$ cat src/rtl/mac_tx_fcs_pad_if.sv
// GMII TX-side bundle between the MAC frame byte generator and the FCS/pad stage.
// master = upstream byte source / observer, slave = the FCS/pad stage itself.
interface mac_tx_fcs_pad_if;
    logic       in_en;
    logic [7:0] in_data;
    logic       out_en;
    logic [7:0] out_data;
    logic       frame_done;
    logic       drop_err;
    logic       abort_err;

    modport master (
        output in_en, in_data,
        input  out_en, out_data, frame_done, drop_err, abort_err
    );

    modport slave (
        input  in_en, in_data,
        output out_en, out_data, frame_done, drop_err, abort_err
    );
endinterface

$ cat src/rtl/mac_tx_fcs_pad.sv
// MAC TX FCS/pad stage: forwards preamble+SFD and the frame body to GMII,
// zero-pads short bodies, appends the CRC-32 FCS and enforces the IFG.
module mac_tx_fcs_pad #(
    parameter int MIN_BODY_LEN = 60,
    parameter int IFG_LEN      = 12,
    parameter int LEN_W        = 11
) (
    input  logic            clk,
    input  logic            RSTn,
    mac_tx_fcs_pad_if.slave bus
);

    typedef enum logic [2:0] {
        ST_IDLE,
        ST_PRE,
        ST_DATA,
        ST_PAD,
        ST_FCS,
        ST_IFG
    } state_t;

    localparam int               IFG_W    = (IFG_LEN > 1) ? $clog2(IFG_LEN) : 1;
    localparam logic [LEN_W-1:0] MIN_CNT  = LEN_W'(MIN_BODY_LEN);
    localparam logic [LEN_W-1:0] CNT_MAX  = {LEN_W{1'b1}};
    localparam logic [IFG_W-1:0] IFG_LAST = IFG_W'(IFG_LEN - 1);
    localparam logic [7:0]       SFD      = 8'hD5;
    localparam logic [31:0]      CRC_POLY = 32'hEDB88320;

    state_t           state, state_next;
    logic [31:0]      crc, crc_next;
    logic [LEN_W-1:0] count, count_next;
    logic [1:0]       byte_idx, byte_idx_next;
    logic [IFG_W-1:0] ifg_cnt, ifg_next;
    logic             out_en_r, out_en_next;
    logic [7:0]       out_data_r, out_data_next;
    logic             frame_done_r, frame_done_next;
    logic             drop_r, drop_next;
    logic             abort_r, abort_next;
    logic             in_en_q;

    logic [31:0]      fcs;
    logic [LEN_W-1:0] count_inc;
    logic             in_rise;
    logic             pad_needed;

    // Reflected CRC-32 over one byte, bit 0 first.
    function automatic logic [31:0] crc_byte(input logic [31:0] crc_in, input logic [7:0] data);
        logic [31:0] c;
        c = crc_in ^ {24'h000000, data};
        for (int i = 0; i < 8; i++) begin
            c = c[0] ? ((c >> 1) ^ CRC_POLY) : (c >> 1);
        end
        return c;
    endfunction

    assign fcs        = ~crc;
    assign count_inc  = (count == CNT_MAX) ? count : count + LEN_W'(1);
    assign in_rise    = bus.in_en & ~in_en_q;
    assign pad_needed = (count < MIN_CNT);

    // State and output registers; reset drops the TX path immediately and re-inits the CRC.
    always_ff @(posedge clk or negedge RSTn) begin
        if (!RSTn) begin
            state        <= ST_IDLE;
            crc          <= 32'hFFFFFFFF;
            count        <= '0;
            byte_idx     <= '0;
            ifg_cnt      <= '0;
            out_en_r     <= 1'b0;
            out_data_r   <= 8'h00;
            frame_done_r <= 1'b0;
            drop_r       <= 1'b0;
            abort_r      <= 1'b0;
            in_en_q      <= 1'b0;
        end else begin
            state        <= state_next;
            crc          <= crc_next;
            count        <= count_next;
            byte_idx     <= byte_idx_next;
            ifg_cnt      <= ifg_next;
            out_en_r     <= out_en_next;
            out_data_r   <= out_data_next;
            frame_done_r <= frame_done_next;
            drop_r       <= drop_next;
            abort_r      <= abort_next;
            in_en_q      <= bus.in_en;
        end
    end

    // Frame sequencing; IDLE only accepts a fresh rising in_en so a frame cut by the IFG is never resynced.
    always_comb begin
        state_next      = state;
        crc_next        = crc;
        count_next      = count;
        byte_idx_next   = byte_idx;
        ifg_next        = ifg_cnt;
        out_en_next     = 1'b0;
        out_data_next   = 8'h00;
        frame_done_next = 1'b0;
        drop_next       = 1'b0;
        abort_next      = 1'b0;

        case (state)
            ST_IDLE: begin
                if (in_rise) begin
                    state_next    = ST_PRE;
                    out_en_next   = 1'b1;
                    out_data_next = bus.in_data;
                end
            end
            ST_PRE: begin
                if (!bus.in_en) begin
                    state_next = ST_IDLE;
                    abort_next = 1'b1;
                end else begin
                    out_en_next   = 1'b1;
                    out_data_next = bus.in_data;
                    if (bus.in_data == SFD) begin
                        state_next = ST_DATA;
                        crc_next   = 32'hFFFFFFFF;
                        count_next = '0;
                    end
                end
            end
            ST_DATA: begin
                out_en_next = 1'b1;
                if (bus.in_en) begin
                    out_data_next = bus.in_data;
                    crc_next      = crc_byte(crc, bus.in_data);
                    count_next    = count_inc;
                end else if (pad_needed) begin
                    crc_next   = crc_byte(crc, 8'h00);
                    count_next = count_inc;
                    state_next = ST_PAD;
                end else begin
                    out_data_next = fcs[7:0];
                    byte_idx_next = 2'd1;
                    state_next    = ST_FCS;
                end
            end
            ST_PAD: begin
                out_en_next = 1'b1;
                drop_next   = in_rise;
                if (pad_needed) begin
                    crc_next   = crc_byte(crc, 8'h00);
                    count_next = count_inc;
                end else begin
                    out_data_next = fcs[7:0];
                    byte_idx_next = 2'd1;
                    state_next    = ST_FCS;
                end
            end
            ST_FCS: begin
                out_en_next   = 1'b1;
                drop_next     = in_rise;
                out_data_next = fcs[{byte_idx, 3'b000} +: 8];
                byte_idx_next = byte_idx + 2'd1;
                if (byte_idx == 2'd3) begin
                    frame_done_next = 1'b1;
                    ifg_next        = '0;
                    state_next      = ST_IFG;
                end
            end
            ST_IFG: begin
                drop_next = in_rise;
                if (ifg_cnt == IFG_LAST) begin
                    state_next = ST_IDLE;
                end else begin
                    ifg_next = ifg_cnt + IFG_W'(1);
                end
            end
            default: begin
                state_next = ST_IDLE;
            end
        endcase
    end

    assign bus.out_en     = out_en_r;
    assign bus.out_data   = out_data_r;
    assign bus.frame_done = frame_done_r;
    assign bus.drop_err   = drop_r;
    assign bus.abort_err  = abort_r;

endmodule

$ cat src/flat_wrapper.sv
// flat-port wrapper written by rule: the top's interface ports become plain ports
module mac_tx_fcs_pad_flat 
#(
    parameter int MIN_BODY_LEN = 60,
    parameter int IFG_LEN      = 12,
    parameter int LEN_W        = 11
)
  (clk, RSTn, bus_in_en, bus_in_data, bus_out_en, bus_out_data, bus_frame_done, bus_drop_err, bus_abort_err);
  mac_tx_fcs_pad_if bus_i ();
  input  logic clk;
  input  logic RSTn;
  input wire logic [$bits(bus_i.in_en)-1:0] bus_in_en;
  input wire logic [$bits(bus_i.in_data)-1:0] bus_in_data;
  output wire logic [$bits(bus_i.out_en)-1:0] bus_out_en;
  output wire logic [$bits(bus_i.out_data)-1:0] bus_out_data;
  output wire logic [$bits(bus_i.frame_done)-1:0] bus_frame_done;
  output wire logic [$bits(bus_i.drop_err)-1:0] bus_drop_err;
  output wire logic [$bits(bus_i.abort_err)-1:0] bus_abort_err;
  assign bus_i.in_en = bus_in_en;
  assign bus_i.in_data = bus_in_data;
  assign bus_out_en = bus_i.out_en;
  assign bus_out_data = bus_i.out_data;
  assign bus_frame_done = bus_i.frame_done;
  assign bus_drop_err = bus_i.drop_err;
  assign bus_abort_err = bus_i.abort_err;
  mac_tx_fcs_pad #(.MIN_BODY_LEN(MIN_BODY_LEN), .IFG_LEN(IFG_LEN), .LEN_W(LEN_W)) u_core (.clk(clk), .RSTn(RSTn), .bus(bus_i));
endmodule
$ cat config.mk
export PLATFORM = sky130hd
export DESIGN_NAME = mac_tx_fcs_pad_flat
export DESIGN_NICKNAME = d
export VERILOG_FILES = /design/src/rtl/mac_tx_fcs_pad_if.sv /design/src/rtl/mac_tx_fcs_pad.sv /design/src/flat_wrapper.sv
export SDC_FILE = /design/constraint.sdc
export NUM_CORES = 1
export LEC_CHECK = 0
export CAP_MARGIN = 10
export CORE_MARGIN = 3
export CORE_UTILIZATION = 50
export CTS_BUF_LIST = sky130_fd_sc_hd__clkbuf_8
export CTS_CLUSTER_SIZE = 28
export DETAILED_ROUTE_END_ITERATION = 10
export PLACE_DENSITY = 0.71
export SYNTH_ARGS = -nofsm -noshare
export SYNTH_HDL_FRONTEND = slang
export SYNTH_SLANG_ARGS = --single-unit
$ cat constraint.sdc
create_clock -name clk -period 2.6 [get_ports clk]
set_input_delay 0.52 -clock clk [delete_from_list [all_inputs] [get_ports clk]]
set_output_delay 0.52 -clock clk [all_outputs]
set_load 0.05 [all_outputs]
## After elaboration in Yosys (flattened, before gate mapping)

Cells that the tools add are included.

| storage, ports and cells | value |
|---|---|
| register bits after elaboration | 65 |
| word-level logic and storage cells | 119 |
| output and inout port bits | 12 |

| cells by class | value |
|---|---|
| bitwise logic cells | 20 |
| mux-type cells | 55 |
| $lt $le $gt $ge | 1 |
| shifts and indexed selects | 1 |
| eq/ne operators | 18 |
| add/subtract/negate cells | 3 |
| reductions and logical operators | 10 |

Operators by type and width:

| operator | number |
|---|---|
| $mux W32 | 20 |
| $not A13 Y14 | 16 |
| $pmux W32 S3 | 1 |
| $mux W11 | 5 |
| $pmux W8 S5 | 1 |
| $pmux W11 S3 | 1 |
| $mux W8 | 4 |
| $not A32 Y32 | 1 |
| $shiftx A32 B6 Y8 | 1 |
| $xor A32 B8 Y32 | 1 |
| $mux W3 | 8 |
| $pmux W3 S6 | 1 |
| $add A11 B1 Y11 const B | 1 |
| $eq A11 B11 Y1 const B | 1 |
| $lt A11 B6 Y1 const B | 1 |
| $eq A8 B8 Y1 const B | 1 |
| $mux W4 | 2 |
| $ne A2 B1 Y1 const B | 4 |
| $ne A2 B2 Y1 const B | 4 |
| $pmux W4 S2 | 1 |
| $mux W1 | 7 |
| $eq A3 B2 Y1 const B | 2 |
| $eq A3 B3 Y1 const B | 2 |
| $pmux W2 S3 | 1 |
| other kinds (17) | 21 |

## Longest topological paths before layout

| logic depth | value |
|---|---|
| depth in word-level cells | 19 |
| gate-level depth with buffers | 9 |
| gate-level depth less buffers | 6 |

## Least setup slack after synthesis

No wires, ideal clock.

| timing path | value |
|---|---|
| path type | input port to flip-flop |
| start | in bus_in_data[3] |
| end | reg u_core.crc[27] |
| setup slack | 331 ps |
| cell stages on the path | 9 |
| setup time | 98 ps |
| data required time | 2502 ps |
| arrival | 2171 ps |
| cell sequence | clkbuf_1 nand2b_1 o41a_1 nor2_1 and2_1 buf_4 buf_4 nor2_1 a221oi_1 |

| on the way | value |
|---|---|
| cells in the longest elaborated chain, start to end | 14 |
| elaborated cells on any way between the ends | 17 |
| those cells by class | eq/ne: 2; mux: 10; bitwise: 4; reduce/logical: 1 |

RTL lines:

| item | RTL line | text |
|---|---|---|
| start, declared | flat_wrapper.sv:13 | `input wire logic [$bits(bus_i.in_data)-1:0] bus_in_data;` |
| $xor A32 B8 Y32 | mac_tx_fcs_pad.sv:49 | `c = crc_in ^ {24'h000000, data};` |
| $mux W32 (4 in series) | mac_tx_fcs_pad.sv:51 | `c = c[0] ? ((c >> 1) ^ CRC_POLY) : (c >> 1);` |
| $not A13 Y14 (no source line) | -- |  |
| $mux W32 | mac_tx_fcs_pad.sv:51 |  |
| $not A13 Y14 (no source line) | -- |  |
| $mux W32 (2 in series) | mac_tx_fcs_pad.sv:51 |  |
| $not A13 Y14 (no source line) | -- |  |
| $mux W32 | mac_tx_fcs_pad.sv:51 |  |
| $mux W32 | mac_tx_fcs_pad.sv:127 | `if (bus.in_en) begin` |
| $pmux W32 S3 | mac_tx_fcs_pad.sv:103 | `case (state)` |
| end signal, assigned | mac_tx_fcs_pad.sv:77 | `crc <= crc_next;` |
| end, declared | mac_tx_fcs_pad.sv:30 | `logic [31:0] crc, crc_next;` |

Parallel ways exist; a longest one is shown, timed or not.
A chain may end at the register's enable or synchronous reset.

## Final worst setup path

| timing path | value |
|---|---|
| start | reg u_core.count[8] |
| end | reg u_core.count[4] |

| on the way | value |
|---|---|
| cells in the longest elaborated chain, start to end | 5 |
| elaborated cells on any way between the ends | 6 |
| those cells by class | order compare: 1; eq/ne: 1; mux: 4 |

RTL lines:

| item | RTL line | text |
|---|---|---|
| start, declared | mac_tx_fcs_pad.sv:31 | `logic [LEN_W-1:0] count, count_next;` |
| start signal, assigned | mac_tx_fcs_pad.sv:78 | `count <= count_next;` |
| parallel branches: the longest is 4 deep, another holds $lt A11 B6 Y1 | -- |  |
| $pmux W11 S3 * | mac_tx_fcs_pad.sv:103 |  |

Every way passes the cells marked *.

==> key figures <==
Run status
  – Status: finished clean

Finish
  – Final nets: 533
  – Commonest non-fill, non-tap cells in the layout: xnor2_1 (82), buf_4 (46), nor2_1 (40)
  – Number of diodes: 0
  – Share of layout cells above drive strength 1: 0.2233
  – Fill count: 720
  – Most common cell after layout, fill and taps aside: xnor2_1
  – Area grow syn2layout: 17.94%
  – Post-route insts no fill: 632

Synthesis
  – Post-synthesis sequential area ratio: 0.3636
  – Synth Warn #: 0
  – Post-Syn Area: 4583 sq um
  – Post-Syn Instances: 470
  – Yosys top cell by area: dfstp_2
  – Top post-synthesis cells by area: dfstp_2 (18%), dfrtp_1 (18%), xnor2_1 (16%), xor2_1 (5.7%), a21oi_1 (4.1%)
  – Count of cell types in the netlist: 59
  – Syn nets: 484
  – Seq cells post-synth: 65
  – Post-synth top area share: 0.1835
  – Number of flops mapped to enable cells by yosys: 0
  – Post-synth ARST share: 1.000
  – Syn avg cell area: 9.751 sq um
  – Most used flip-flop cell after synthesis: dfrtp_1

Worst setup path
  – CP max FO: 14
  – Delay of the slowest critical-path stage: 0.54 ns
  – Crit-path cells: or4_4 > or3_4 > a22o_1 > nor2_4 > a21oi_1 > a311oi_1
  – Crit path arrival time: 2.60 ns
  – WP buf/inv: 0
  – WP data required: 2.85 ns
  – CP endpoint kind: register
  – Critical path class: reg -> reg
  – CP startpoint kind: register
  – CP top delay family: simple AND/OR/NAND/NOR gates
  – Critical-path top delay cell: or4_4

Clocking
  – CTS tree: built
  – CTS Hold Bufs: 0
  – H-Tree Level Count: 3
  – Clock latency at the later pin of the worst-skew pair: 0.35 ns
  – CTS root buffer: clkbuf_8
  – Clk slew on worst S/H paths: 0.08 ns
  – Cts bufs inserted: 9
  – Setup repair bufs after CTS: 0
  – Number of gates resized after CTS: 0
  – Number of clock sinks: 65
  – Max Root-Sink Buffers: 2

Global route
  – Largest net degree at the start of global routing: 36
  – Congestion Overflow GR: 0
  – Vias in the first global route: 3830
  – Antenna violations before repair: 0
  – Global-route wire length before repair: 20.87 mm
  – GRT Total Usage: 0.2641

Timing
  – Period utilization: 0.9049
  – Fin. Hold Viols: 0
  – Final Skew: 0.006864 ns
  – Min Tclk post-route: 2.353 ns
  – Setup-failing EPs final: 0
  – Worst-Margin Slew: 0.7458 ns
  – Max Clk Rate: 425.1 MHz
  – TNS Setup: 0 ns
  – Unrepaired setup endpoints after global routing: no
  – Max Slew Vio Count: 0
  – Slew headroom: 0.5028

Detailed routing
  – Routed WL: 12.82 mm
  – Initial DRC count: 397
  – ANT nets after route: 0
  – Vias per cell: 6.222
  – Residual DRC: 0
  – Routed len/inst: 20.29 um
  – TritonRoute pass-1 iters: 5
  – Vias: 3932

Hold path
  – Min-delay worst type: in -> async

Pwr
  – Worst vdd ir: 0.7131 mV
  – PD cells: 1699 nW/um^2
  – Pwr Total: 9.181 mW
  – Leak: 2.141 nW

Placed design
  – Detail Placement HPWL: 9.115 mm
  – Placed Cells: 616
  – Buffers added on ports: 22
  – RePlAce Congestion: 0.9792

Die
  – Starting Density: 0.5205
  – Num rows: 34
  – IO Count: 23
  – Die Area: 10350 sq um
  – Core area: 8806 sq um
  – Die Span Y: 101.7 um
  – Width of the chip: 101.7 um

Flow run
  – Max cap viols: 0
metal layers:
| metal | GRT usage | vias to the layer above | share of wire |
|---|---|---|---|
| met4 | 0.09816 | 0 | 0.025 |
| met3 | 0.04339 | 27 | 0.068 |
| met1 | 0.3668 | 1969 | 0.44 |
| li1 | - | 1784 | - |
| met2 | 0.4150 | 152 | 0.47 |
| met5 | 0 | - | 0 |
flip-flops by register name (all words and copies together) (netlist names):
| signal | flops |
|---|---|
| u_core.bus.drop_err | 1 |
| u_core.bus.out_en | 1 |
| u_core.byte_idx | 2 |
| u_core.in_en_q | 1 |
| u_core.bus.out_data | 8 |
| u_core.bus.frame_done | 1 |
| u_core.count | 11 |
| u_core.ifg_cnt | 4 |
| u_core.state | 3 |
| u_core.crc | 32 |
| u_core.bus.abort_err | 1 |
path summary, 6_finish.rpt:
| path | from | endpoint | slack [ns] | cells past startpoint |
|---|---|---|---|---|
| setup / recovery | u_core.count[8] | u_core.count[4] | 0.25 | 6 |
| hold / removal | RSTn | u_core.byte_idx[0] | 0.23 | 1 |
| setup reg to reg | u_core.count[8] | u_core.count[4] | 0.25 | 6 |
| hold reg to reg | u_core.count[4] | u_core.count[4] | 0.51 | 1 |
| max in group asynchronous | RSTn | u_core.crc[13] | 1.66 | 2 |
| min in group clk | u_core.count[4] | u_core.count[4] | 0.51 | 1 |
synthesized netlist by cell type (3+ instances only):
cell,n
buf_4,7
o21a_1,3
nand2b_1,6
nand2_1,24
nor2_1,40
a22o_1,3
dfstp_2,32
nand3_1,5
buf_1,3
nand3b_1,3
ha_1,3
xnor2_1,82
buf_2,7
nor2b_1,4
o31ai_1,3
and3_1,5
a22oi_1,3
inv_1,9
a221oi_1,10
o221ai_1,9
xnor2_2,4
o21ai_0,15
a21oi_1,38
o22ai_1,15
clkbuf_1,14
mux4_2,8
a221o_1,3
xor2_1,30
a31oi_1,4
dfrtp_1,33
a311oi_1,7
logic make-up after synthesis:
family,Yosys count,share of synthesized area
and+or+nand+nor,106,0.1144
muxes,8,0.03931
AOI/OAI and AO/OA,128,0.1900
buffers and inverters,41,0.04286
xor gates and xnor gates,119,0.2416
DFF,65,0.3636
adders and majority gates,3,0.008191
metrics by stage:
step	hold WS (ns)	setup WS, ns	instance area, sq um	util
global placement	0.4879	0.007520	5156	0.5855
floorplan	0.2244	0.3305	4583	-
global route	0.2800	0.09529	5405	0.6138
detailed placement	0.4969	-0.01403	5156	0.5855
finish	0.2306	0.2474	5405	0.6138
CTS	0.2522	0.07803	5400	0.6132
layout make-up:
| cell class | count | area [sq um] | area share |
|---|---|---|---|
| multi-input combinational | 364 | 2725 | 0.5042 |
| sequential | 65 | 1667 | 0.3083 |
| timing repair buffer | 70 | 600.6 | 0.1111 |
| clock buffer | 10 | 137.6 | 0.02546 |
| tap | 108 | 135.1 | 0.02500 |
| clock inverter | 6 | 106.4 | 0.01968 |
| inverter | 9 | 33.78 | 0.006250 |
worst register-to-register path: cells and delay by family, from the launching register on:
| family | cells | cell delay, ns |
|---|---|---|
| AOI/OAI and AO/OA | 3 | 0.65 |
| DFF | 1 | 0.44 |
| and+or+nand+nor | 3 | 1.16 |
where the power goes:
part	total, mW	switching (mW)	internal, mW
clock network	1.09	0.427	0.659
registers	2.07	0.485	1.59
logic	6.03	2.99	3.03
Power figures use the tool's default switching activity.
